--- config.mk ---
export PLATFORM = sky130hd
export DESIGN_NAME = demux_2_way_reg
export DESIGN_NICKNAME = d
export VERILOG_FILES = /design/src/rtl/friscv_pkg.sv /design/src/rtl/demux_2_way_reg_stream_slot.sv /design/src/rtl/demux_2_way_reg.sv
export SDC_FILE = /design/constraint.sdc
export NUM_CORES = 1
export LEC_CHECK = 0
export ABC_AREA = 1
export BUFFER_PORTS_ARGS = -buffer_cell sky130_fd_sc_hd__buf_2
export CAP_MARGIN = 25
export CORE_MARGIN = 1
export CORE_UTILIZATION = 45
export DETAILED_ROUTE_END_ITERATION = 10
export PLACE_DENSITY = 0.73
export RECOVER_POWER = 25
export SLEW_MARGIN = 20
export SYNTH_ARGS = -nofsm -noshare
export SYNTH_HDL_FRONTEND = slang
export SYNTH_HIERARCHICAL = 1
export SYNTH_SLANG_ARGS = --single-unit
--- constraint.sdc ---
create_clock -name clk -period 1.3 [get_ports clk]
set_input_delay 0.065 -clock clk [delete_from_list [all_inputs] [get_ports clk]]
set_output_delay 0.065 -clock clk [all_outputs]
set_load 0.02 [all_outputs]
--- src/rtl/friscv_pkg.sv ---
// Shared types and constants for FRiscV stream blocks.
package friscv_pkg;

  localparam int unsigned DEMUX_WIDTH_DEFAULT = 8;

  // Occupancy of a single-entry stream holding register.
  typedef enum logic {
    SLOT_EMPTY = 1'b0,
    SLOT_FULL  = 1'b1
  } slot_state_e;

endpackage : friscv_pkg

--- src/rtl/demux_2_way_reg_stream_slot.sv ---
// One-entry valid/ready holding register. Data is kept after drain and
// changes only on capture.
module stream_slot
  import friscv_pkg::*;
#(
  parameter int unsigned WIDTH = DEMUX_WIDTH_DEFAULT
) (
  input  logic             clk,
  input  logic             rst,
  input  logic             flush_in,
  input  logic             wr_en,
  input  logic [WIDTH-1:0] wr_data,
  input  logic             rd_ready,
  output logic             rd_valid,
  output logic [WIDTH-1:0] rd_data
);

  slot_state_e      r_state;
  logic [WIDTH-1:0] r_data;

  // Slot FSM: flush wins, then capture (which also covers drain+refill), then drain.
  always_ff @(posedge clk or posedge rst) begin
    if (rst) begin
      r_state <= SLOT_EMPTY;
      r_data  <= '0;
    end else if (flush_in) begin
      r_state <= SLOT_EMPTY;
    end else if (wr_en) begin
      r_state <= SLOT_FULL;
      r_data  <= wr_data;
    end else if ((r_state == SLOT_FULL) && rd_ready) begin
      r_state <= SLOT_EMPTY;
    end
  end

  assign rd_valid = (r_state == SLOT_FULL);
  assign rd_data  = r_data;

endmodule : stream_slot

--- src/rtl/demux_2_way_reg.sv ---
// Registered, flow-controlled 1-to-2 stream demultiplexer.
module demux_2_way_reg
  import friscv_pkg::*;
#(
  parameter int unsigned DEMUX_WIDTH = DEMUX_WIDTH_DEFAULT
) (
  input  logic                   clk,
  input  logic                   rst,
  input  logic                   flush_in,
  input  logic                   valid_in,
  output logic                   ready_out,
  input  logic                   sel_in,
  input  logic [DEMUX_WIDTH-1:0] data_in,
  output logic                   a_valid_out,
  input  logic                   a_ready_in,
  output logic [DEMUX_WIDTH-1:0] a_data_out,
  output logic                   b_valid_out,
  input  logic                   b_ready_in,
  output logic [DEMUX_WIDTH-1:0] b_data_out
);

  logic w_a_full;
  logic w_b_full;
  logic w_accept;
  logic w_a_wr;
  logic w_b_wr;

  // Accept when the selected slot is empty or drains this cycle; flush blocks input.
  assign ready_out = !flush_in &&
                     (sel_in ? (!w_b_full || b_ready_in) : (!w_a_full || a_ready_in));
  assign w_accept  = valid_in && ready_out;
  assign w_a_wr    = w_accept && !sel_in;
  assign w_b_wr    = w_accept && sel_in;

  stream_slot #(.WIDTH(DEMUX_WIDTH)) u_slot_a (
    .clk      (clk),
    .rst      (rst),
    .flush_in (flush_in),
    .wr_en    (w_a_wr),
    .wr_data  (data_in),
    .rd_ready (a_ready_in),
    .rd_valid (w_a_full),
    .rd_data  (a_data_out)
  );

  stream_slot #(.WIDTH(DEMUX_WIDTH)) u_slot_b (
    .clk      (clk),
    .rst      (rst),
    .flush_in (flush_in),
    .wr_en    (w_b_wr),
    .wr_data  (data_in),
    .rd_ready (b_ready_in),
    .rd_valid (w_b_full),
    .rd_data  (b_data_out)
  );

  assign a_valid_out = w_a_full;
  assign b_valid_out = w_b_full;

endmodule : demux_2_way_reg

## Word-level counts from Yosys, hierarchy flattened

Cells that the tools add are included.

- Reductions and logical operators: 16
- Mux-type cells: 7
- Bitwise operators: 1

Operators with widths:

| kind | count |
|---|---|
| $mux 1 | 7 |
| $logic_and 1x1->1 | 6 |
| $reduce_bool 3->1 | 2 |
| $logic_not 1->1 | 4 |
| $reduce_and 2->1 | 2 |
| $logic_or 1x1->1 | 2 |
| $not 1->1 | 1 |

- Logic and storage cells: 28
- Input port bits: 15
- Flip-flop bits (word level): 18

## Depth between registers and ports, before layout

Gate-level depths: netlist of the first run.

- Word-level depth: 8
- Mapped depth: 8
- Depth with buffers taken out: 7

## By module

Netlist of the first run, hierarchy kept.

Modules (own cells, without submodules):

| module | area an instance (um^2) | cells each | times used |
|---|---|---|---|
| stream_slot | 377.9 | 40 | 2 |
| demux_2_way_reg | 55.1 | 11 | 1 |

## Worst setup path after synthesis of the first run

Ideal clock, no wire load.

- Path type: flip-flop to flip-flop
- From: reg u_slot_a.r_state, in the netlist u_slot_a/rd_valid
- To: reg u_slot_b.r_data[0], in the netlist u_slot_b/rd_data[0]
- Library setup time: 0.117 ns
- Clock period less this slack: 1.191 ns
- Cell stages (with the launch flop): 8
- Arrival time: 1.074 ns
- Path slack: 0.109 ns
- Path through: dfrtp_1 nand3b_2 nand4_1 nor2_1 buf_6 nand2_8 nand2_1 nand2_1

- Longest elaborated chain between the ends: 7

Ends and longest elaborated chain:

| what | line | RTL |
|---|---|---|
| start: declaration | demux_2_way_reg_stream_slot.sv:18 | `slot_state_e r_state;` |
| start signal: assignment | demux_2_way_reg_stream_slot.sv:24 | `r_state <= SLOT_EMPTY;` |
| start signal: assignment | demux_2_way_reg_stream_slot.sv:27 | `r_state <= SLOT_EMPTY;` |
| start signal: assignment | demux_2_way_reg_stream_slot.sv:29 | `r_state <= SLOT_FULL;` |
| $logic_not 1->1 | demux_2_way_reg.sv:30 | `(sel_in ? (!w_b_full \|\| b_ready_in) : (!w_a_full \|\| a_ready_in));` |
| $logic_or 1x1->1 | demux_2_way_reg.sv:30 |  |
| $mux 1 | demux_2_way_reg.sv:30 |  |
| $logic_and 1x1->1 | demux_2_way_reg.sv:29 | `assign ready_out = !flush_in &&` |
| $logic_and 1x1->1 | demux_2_way_reg.sv:31 | `assign w_accept = valid_in && ready_out;` |
| $logic_and 1x1->1 | demux_2_way_reg.sv:33 | `assign w_b_wr = w_accept && sel_in;` |
| via w_b_wr | demux_2_way_reg.sv:26 | `logic w_b_wr;` |
| $reduce_and 2->1 (no line) | - |  |
| end signal: assignment | demux_2_way_reg_stream_slot.sv:30 | `r_data <= wr_data;` |
| end: declaration | demux_2_way_reg_stream_slot.sv:19 | `logic [WIDTH-1:0] r_data;` |

The timed path passes the listed nets, and every way through them passes these cells.
A chain may end at the register's enable or synchronous reset.

## Worst setup path in the final report of the first run

- From: reg u_slot_a.r_state, in the netlist u_slot_a/rd_valid
- To: reg u_slot_b.r_data[3], in the netlist u_slot_b/rd_data[3]

The elaborated chain is that of the path after synthesis.

==> qor.tcl, run 1 <==
set qor(run_status) {finished clean}
set qor(design.portCount) 34
set qor(synth_cell_type_count) 11
set qor(report.final.setup_viol) 0
set qor(die_height_um) 44.4
set qor(cts-root-to-sink-buffers) 2
set qor(multiInputGateArea_um2) 319
set qor(postLayoutSetupSlackWorst_ns) 0.0907
set qor(p_switching_mw) 0.479
set qor(layout-area-overhead-vs-synth_pct) 29.3
set qor(die_area_um2) 1980
set qor(leakagePower_nw) 0.633
set qor(design_area_um2) 1050
set qor(fin_worst_hold_slack_ns) 0.0275
set qor(grt.total_usage_pct) 21.4
set qor(yosys.area.top_type_share_pct) 55.6
set qor(cp_slowest_cell) {sky130_fd_sc_hd__dfrtp_1}
set qor(worst_skew_pair.late_latency_ns) 0.29
set qor(detailedRoute.firstPassIterationCount) 4
set qor(slew_viol_final) 0
set qor(crit_path_capture_type) {register}
set qor(synthesis.yosys.warnings) 6
set qor(post_drt_wl_per_cell_um) 12.2
set qor(timing.hold.worst.class) {in -> reg}
set qor(synth.yosys.seq_area_share_pct) 55.6
set qor(worst_ep_required_time_ns) 1.48
set qor(route.final.wire_length_um) 1860
set qor(synth_seq_cells) 18
set qor(startpoint_type) {register}
set qor(first_global_vias) 747
set qor(seq_area_um2) 450
set qor(fin_skew_ns) 0.0111
set qor(grt_antenna_before_repair) 0
set qor(post_cts_buffers) 0
set qor(clk_pin_slew_worst_paths_ns) 0.10
set qor(final_nets) 145
set qor(syn-cell-area_um2) 811
set qor(vdd.ir_drop.worst_uv) 789
set qor(syn_avg_cell_area_um2) 8.91
set qor(drc) 0
set qor(io_buffers) 33
set qor(clock_sink_count) 18
set qor(core_area_um2) 1590
set qor(finalWeightedCongestion) 0.729
set qor(synth_area_leader_cell) {sky130_fd_sc_hd__dfrtp_1}
set qor(floorplan.initialDensity_pct) 50.9
set qor(via_per_inst) 4.90
set qor(power_frac_comb_pct) 29.4
set qor(tritoncts_clock_tree) {done}
set qor(critical_path_peak_fanout) 9
set qor(grt_first_pass_wirelength_um) 2990
set qor(htreeDepth) 1
set qor(timing.critical_path.max_delay_family) {simple AND/OR/NAND/NOR gates}
set qor(cellInternalPower_mw) 0.901
set qor(ant_nets) 0
set qor(p_sw_share_pct) 34.7
set qor(timing.setup.tns_ns) 0
set qor(core.rowCount) 14
set qor(finalWorstPathRequiredPeriod_ns) 1.21
set qor(post_synth_main_area_contributors) {sky130_fd_sc_hd__dfrtp_1 56%, sky130_fd_sc_hd__nand2_1 17%, sky130_fd_sc_hd__nand3_1 10%, sky130_fd_sc_hd__nand2_8 4.9%, sky130_fd_sc_hd__buf_6 2.8%}
set qor(timing_hold_violations_final) 0
set qor(post_dp_cell_area_um2) 991
set qor(grt_start_max_net_pins) 10
set qor(overall_overflow_remaining_after_global_route) 0
set qor(fmaxAchievable_mhz) 827
set qor(cts-buffers-inserted) 3
set qor(slowest_delay_ns) 0.43
set qor(synth.net_count) 106
set qor(dr_total_vias) 745
set qor(final_layout_size_suffix_gt1_share_pct) 36.7
set qor(power_frac_clock_pct) 19.1
set qor(critical_path.n_buffers_inverters) 1
set qor(drtIter0Drc) 9
set qor(p_seq_share_pct) 51.4
set qor(crit_chain) {nand3b_4 -> nand4_1 -> nor2_2 -> buf_6 -> nand2_8 -> nand2_1 -> nand2_1}
set qor(max_slew_margin_pct) 75.1
set qor(tightest_slew_ns) 0.372
set qor(report.power.total_mw) 1.38
set qor(cts_root_buffer_type) {sky130_fd_sc_hd__clkbuf_4}
set qor(period_share_pct) 93.0
set qor(cp_dominant_cell_by_count) {sky130_fd_sc_hd__nand2_1}
set qor(power_density_nw_per_um2) 1320
set qor(diodes) 0
set qor(maxCapViolations) 0
set qor(layout.filler_cells) 156
set qor(worst-setup-path-type) {reg -> reg}
set qor(arrival_ns) 1.38
set qor(dp_hpwl_um) 1410
set qor(post_synth_inst_count) 91
set qor(die-width_um) 44.4
set qor(pre_cts_slack_ns) 0.0775
worst paths after layout:
kind	from	depth (start not counted)	slack (ns)	end
max reg2reg	u_slot_a/rd_valid	7	0.09	u_slot_b/rd_data[3]
max	u_slot_a/rd_valid	7	0.09	u_slot_b/rd_data[3]
min	data_in[2]	3	0.03	u_slot_a/rd_data[2]
min in group asynchronous	rst	3	0.30	u_slot_b/rd_data[4]
max in group asynchronous	rst	3	0.72	u_slot_a/rd_data[3]
min reg2reg	u_slot_a/rd_data[2]	2	0.47	u_slot_a/rd_data[2]
cells by family after synthesis:
kind of cell	after synthesis	share of synthesized area, %
buffers and inverters	10	7.10
flip-flops	18	55.6
AND/OR/NAND/NOR	63	37.3
power by group through the flow:
stage	Combinational, mW	Sequential (mW)	Clock (mW)
floorplan	0.123	0.839	0
global placement	0.393	0.714	0
detailed placement	0.402	0.719	0
CTS	0.405	0.710	0.273
global route	0.445	0.720	0.292
finish	0.406	0.710	0.264
cells in the mapped netlist, drive strengths merged:
library cell,count
nand2,39
dfrtp,18
nand3,17
inv,8
nor2,4
buf,2
nand4,2
nand3b,1
worst min-delay path, cell delays in order:
cell and delay [ns]:
sky130_fd_sc_hd__buf_2 0.09, sky130_fd_sc_hd__nand3_1 0.07, sky130_fd_sc_hd__nand2_1 0.06
layer usage:
metal | track usage, % | vias to the layer above | routed length [µm]
met5 | 0 | - | 0
li1 | - | 367 | -
met1 | 24.9 | 351 | 814
met4 | 10.9 | 0 | 9
met2 | 38.5 | 25 | 946
met3 | 2.45 | 2 | 87
per-stage QoR:
step / instances / utilization, %
3_5_place_dp: 147 / 62.2
2_1_floorplan: 91 / -
4_1_cts: 151 / 64.2
6_report: 152 / 65.8
3_3_place_gp: 147 / 62.2
5_1_grt: 152 / 65.8
layout make-up:
class	instances	share of cell area, %
Clock buffer	3	2.15
Inverter	8	3.34
Timing Repair Buffer	36	18.3
Multi-Input combinational cell	63	30.4
Tap cell	24	2.86
Sequential cell	18	43.0
placed cells by master, fill, tap and decap left out, types with 2 or more instances in the layout:
cell type,count
sky130_fd_sc_hd__buf_2,34
sky130_fd_sc_hd__clkbuf_4,3
sky130_fd_sc_hd__dfrtp_1,18
sky130_fd_sc_hd__inv_1,4
sky130_fd_sc_hd__inv_2,2
sky130_fd_sc_hd__inv_4,2
sky130_fd_sc_hd__nand2_1,37
sky130_fd_sc_hd__nand2_8,2
sky130_fd_sc_hd__nand3_1,16
sky130_fd_sc_hd__nand4_1,2
sky130_fd_sc_hd__nor2_1,3
sequential cells by signal (all words and copies together) (netlist names):
register,cells
u_slot_a/rd_valid,1
u_slot_b/rd_data,8
u_slot_a/rd_data,8
u_slot_b/rd_valid,1
what timing repair did:
action                                  4_1_cts  5_1_grt
resized for setup                             0        5
hold buffers                                  1        0
hold endpoints to repair                     18        0
endpoints found under the setup margin        0       16
Note: power is estimated with default switching activity, not from simulation.
==> run 2: changes to the inputs <==
Settings changed: ABC_AREA 1 to 0, CORE_UTILIZATION 45 to 46, PLACE_DENSITY 0.73 to 0.74.
==> run 2 against run 1 <==
Compared with the run above:
- the run now ends with setup timing left
- critical path depth shrank 2
- sequential share of layout area shrank 3.7 points
- largest power group unchanged
- critical path type unchanged
- clock skew shrank 0.010 ns
- cell count shrank 20%
- register-to-register slack lost 0.34 ns
- power grew 17%
==> qor.tcl, run 2 <==
set qor(post_synth_main_area_contributors) {sky130_fd_sc_hd__dfrtp_1 54%, sky130_fd_sc_hd__mux2_4 29%, sky130_fd_sc_hd__nor2b_4 3.3%, sky130_fd_sc_hd__buf_6 2.7%, sky130_fd_sc_hd__inv_1 2.3%} ;# was sky130_fd_sc_hd__dfrtp_1 56%, sky130_fd_sc_hd__nand2_1 17%, sky130_fd_sc_hd__nand3_1 10%, sky130_fd_sc_hd__nand2_8 4.9%, sky130_fd_sc_hd__buf_6 2.8%
set qor(run_status) {finished, violations left} ;# was finished clean
set qor(cts_root_buffer_type) {sky130_fd_sc_hd__clkbuf_4} ;# unchanged
set qor(critical_path_peak_fanout) 8 ;# was 9
set qor(regToRegSetupSlack_ns) -0.25 ;# was 0.09 ns
set qor(post_synth_inst_count) 53 ;# was 91
set qor(grt_first_pass_wirelength_um) 2420 ;# was 2990 µm
set qor(crit-reg2reg-capture) {u_slot_a/rd_data[1]} ;# was u_slot_b/rd_data[3]
set qor(synth-edff-count) 0 ;# unchanged
set qor(slowest_delay_ns) 0.41 ;# was 0.43 ns
set qor(post_drt_wl_per_cell_um) 13.5 ;# was 12.2 µm
set qor(via_per_inst) 4.60 ;# was 4.90
set qor(syn_avg_cell_area_um2) 15.7 ;# was 8.91 µm²
set qor(io_buffers) 33 ;# unchanged
set qor(layout.filler_cells) 126 ;# was 156
set qor(report.final.setup_viol) 9 ;# was 0
set qor(crit_chain) {nor2b_4 -> nor4b_4 -> nor2b_4 -> buf_12 -> mux2_4} ;# was nand3b_4 -> nand4_1 -> nor2_2 -> buf_6 -> nand2_8 -> nand2_1 -> nand2_1
set qor(layout_commonest_cell) {sky130_fd_sc_hd__buf_2} ;# was sky130_fd_sc_hd__nand2_1
set qor(clock_sink_count) 18 ;# unchanged
set qor(die_area_um2) 1980 ;# about the same
set qor(yosys.area.top_type_share_pct) 54.1 ;# was 55.6%
set qor(finalWorstPathRequiredPeriod_ns) 1.55 ;# was 1.21 ns
set qor(die-width_um) 44.5 ;# was 44.4 µm
set qor(dp_hpwl_um) 1220 ;# was 1410 µm
set qor(finalWeightedCongestion) 0.697 ;# was 0.729
set qor(hold_path_depth) 2 ;# was 3
set qor(timing_hold_violations_final) 0 ;# unchanged
set qor(syn-cell-area_um2) 832 ;# was 811 µm²
set qor(worst_ep_required_time_ns) 1.48 ;# about the same
set qor(tritoncts_clock_tree) {done} ;# unchanged
set qor(synth.yosys.seq_area_share_pct) 54.1 ;# was 55.6%
set qor(drtIter0Drc) 3 ;# was 9
set qor(rsz0062_at_grt) {yes}
set qor(worst-r2r-cell-count) 5 ;# was 7
set qor(worst-setup-path-type) {reg -> reg} ;# unchanged
set qor(startpoint) {u_slot_a/rd_valid} ;# unchanged
set qor(yosys.cell_count.top_type) {sky130_fd_sc_hd__dfrtp_1} ;# was sky130_fd_sc_hd__nand2_1
set qor(dr_total_vias) 556 ;# was 745
set qor(worstHoldEndpoint) {u_slot_a/rd_data[4]} ;# was u_slot_a/rd_data[2]
set qor(timing.hold.worst.class) {in -> reg} ;# unchanged
set qor(synth_seq_cells) 18 ;# unchanged
set qor(cp_slowest_cell) {sky130_fd_sc_hd__dfrtp_2} ;# was sky130_fd_sc_hd__dfrtp_1
set qor(timing.setup.tns_ns) -1.99 ;# was 0 ns
set qor(fin_skew_ns) 0.000710 ;# was 0.0111 ns
set qor(cp_dominant_cell_by_count) {sky130_fd_sc_hd__nor2b_4} ;# was sky130_fd_sc_hd__nand2_1
set qor(grt.total_usage_pct) 18.0 ;# was 21.4%
set qor(diodes) 0 ;# unchanged
set qor(synth-main-ff-cell) {sky130_fd_sc_hd__dfrtp_1} ;# unchanged
set qor(drc) 0 ;# unchanged
set qor(max_slew_margin_pct) 74.3 ;# was 75.1%
set qor(final_nets) 112 ;# was 145
set qor(postLayoutSetupSlackWorst_ns) -0.246 ;# was 0.0907 ns
set qor(ant_nets) 0 ;# unchanged
set qor(power_density_nw_per_um2) 1400 ;# was 1320 nW/µm²
set qor(route.final.wire_length_um) 1640 ;# was 1860 µm
set qor(core.rowCount) 15 ;# was 14
set qor(holdCritStartpoint) {data_in[4]} ;# was data_in[2]
set qor(detailedRoute.firstPassIterationCount) 3 ;# was 4
set qor(slew_viol_final) 0 ;# unchanged
set qor(cts-buffers-inserted) 3 ;# unchanged
set qor(floorplan.initialDensity_pct) 48.7 ;# was 50.9%
set qor(most-common-layout-cells) {33 x sky130_fd_sc_hd__buf_2, 16 x sky130_fd_sc_hd__mux2_4, 16 x sky130_fd_sc_hd__dfrtp_1, 5 x sky130_fd_sc_hd__inv_1, 5 x sky130_fd_sc_hd__buf_4} ;# was 37 x sky130_fd_sc_hd__nand2_1, 34 x sky130_fd_sc_hd__buf_2, 18 x sky130_fd_sc_hd__dfrtp_1, 16 x sky130_fd_sc_hd__nand3_1, 4 x sky130_fd_sc_hd__inv_1
set qor(maxCapViolations) 0 ;# unchanged
set qor(core_area_um2) 1710 ;# was 1590 µm²
set qor(crit_path_capture_type) {register} ;# unchanged
set qor(synthesis.yosys.warnings) 6 ;# unchanged
set qor(synth_area_leader_cell) {sky130_fd_sc_hd__dfrtp_1} ;# unchanged
set qor(first_global_vias) 522 ;# was 747
set qor(startpoint_type) {register} ;# unchanged
set qor(cts-root-to-sink-buffers) 2 ;# unchanged
set qor(overall_overflow_remaining_after_global_route) 0 ;# unchanged
set qor(post_dp_cell_area_um2) 1090 ;# was 991 µm²
set qor(synth_cell_type_count) 12 ;# was 11
set qor(tightest_slew_ns) 0.385 ;# was 0.372 ns
set qor(yosys-top-cells-count) {18 x sky130_fd_sc_hd__dfrtp_1, 16 x sky130_fd_sc_hd__mux2_4, 5 x sky130_fd_sc_hd__inv_1, 3 x sky130_fd_sc_hd__a21oi_1} ;# was 37 x sky130_fd_sc_hd__nand2_1, 18 x sky130_fd_sc_hd__dfrtp_1, 17 x sky130_fd_sc_hd__nand3_1, 5 x sky130_fd_sc_hd__inv_1, 4 x sky130_fd_sc_hd__nor2_1
set qor(layout-area-overhead-vs-synth_pct) 38.5 ;# was 29.3%
set qor(final_layout_size_suffix_gt1_share_pct) 69.8 ;# was 36.7%
set qor(grt_antenna_before_repair) 0 ;# unchanged
set qor(violations_in_the_final_reports) {setup timing}
set qor(vdd.ir_drop.worst_uv) 784 ;# was 789 µV
set qor(period_share_pct) 119 ;# was 93.0%
set qor(regToRegStartpoint) {u_slot_a/rd_valid} ;# unchanged
set qor(synth.net_count) 68 ;# was 106
set qor(synth-async-reset-ratio_pct) 100 ;# unchanged
set qor(arrival_ns) 1.72 ;# was 1.38 ns
set qor(htreeDepth) 1 ;# unchanged
set qor(worst_skew_pair.late_latency_ns) 0.28 ;# was 0.29 ns
set qor(multiInputGateArea_um2) 360 ;# was 319 µm²
set qor(design.portCount) 34 ;# unchanged
set qor(leakagePower_nw) 0.577 ;# was 0.633 nW
set qor(die_height_um) 44.5 ;# was 44.4 µm
set qor(fmaxAchievable_mhz) 647 ;# was 827 MHz
set qor(design_area_um2) 1150 ;# was 1050 µm²
set qor(seq_area_um2) 453 ;# was 450 µm²
set qor(grt_start_max_net_pins) 11 ;# was 10
set qor(finalCoreUtilization_pct) 67.5 ;# was 65.8%
set qor(clk_pin_slew_worst_paths_ns) 0.10 ;# about the same
run 2: cell types whose count changed in the layout (fill, tap and decap cells not counted), moves of 3 or more:
cell and change:
sky130_fd_sc_hd__nand2_1 -37, sky130_fd_sc_hd__nand3_1 -16, sky130_fd_sc_hd__mux2_4 +16, sky130_fd_sc_hd__nor2b_4 +3, sky130_fd_sc_hd__buf_4 +5, sky130_fd_sc_hd__nor2_1 -3
run 2: critical path, delay by kind of cell, from the launching register on:
family,cells,cell delay [ns]
buf+inv,1,0.14
flops,1,0.41
mux,1,0.30
simple gates,3,0.58
run 2: timing repair:
item / 4_1_cts / 5_1_grt
setup buffers: 0 / 1
setup endpoints to repair: 9 / 17
pin swaps: 0 / 0
endpoints found under the hold margin: 18 / 0
resized for setup: 1 / 0
hold buffers: 1 / 0
run 2: where the power goes:
group          leakage (nW)  switching, mW  internal (mW)
Clock                0.0210          0.163          0.170
Sequential            0.216         0.0623          0.675
Combinational         0.339          0.273          0.270
run 2: how the worst max path moves through the flow:
stage,endpoint,slack (ns),depth (start not counted)
3_3_place_gp,u_slot_a/rd_data[7],-0.20,5
6_report,u_slot_a/rd_data[1],-0.25,5
4_1_cts,u_slot_a/rd_data[1],-0.22,5
2_1_floorplan,u_slot_a/rd_data[0],-0.25,5
5_1_grt,u_slot_a/rd_data[5],-0.29,5
3_5_place_dp,u_slot_a/rd_data[1],-0.25,5
run 2: logic make-up (layout without fill, tap and decap cells):
family / count (synthesis) / count (layout) / share of synthesized area (%)
mux: 16 / 16 / 28.9
buf+inv: 7 / 50 / 4.96
flops: 18 / 18 / 54.1
simple gates: 8 / 8 / 9.17
compound gates: 4 / 4 / 2.86
run 2: layout make-up:
class / instances / share of cell area, %
clock buffers: 4 / 3.15
inverters: 5 / 1.63
flip-flops and latches: 18 / 39.3
repair buffers: 41 / 21.9
multi-input cells: 28 / 31.3
well taps: 25 / 2.71
run 2: metrics by stage:
step	cells	setup WS [ns]	hold slack [ns]	power, mW
final	121	-0.246	0.0214	1.61
after global routing	121	-0.292	0.00292	1.70
after CTS	120	-0.222	0.00976	1.64
after detailed placement	115	-0.247	0.0514	1.29
after global placement	115	-0.201	0.0438	1.27
after floorplan	53	-0.252	-0.107	1.09
run 2: routing by layer:
metal	up-vias	track usage, %	wire length [µm]
met5	-	0	0
met4	0	10.9	33
met2	17	30.3	818
li1	266	-	-
met1	269	21.1	716
met3	4	3.27	66
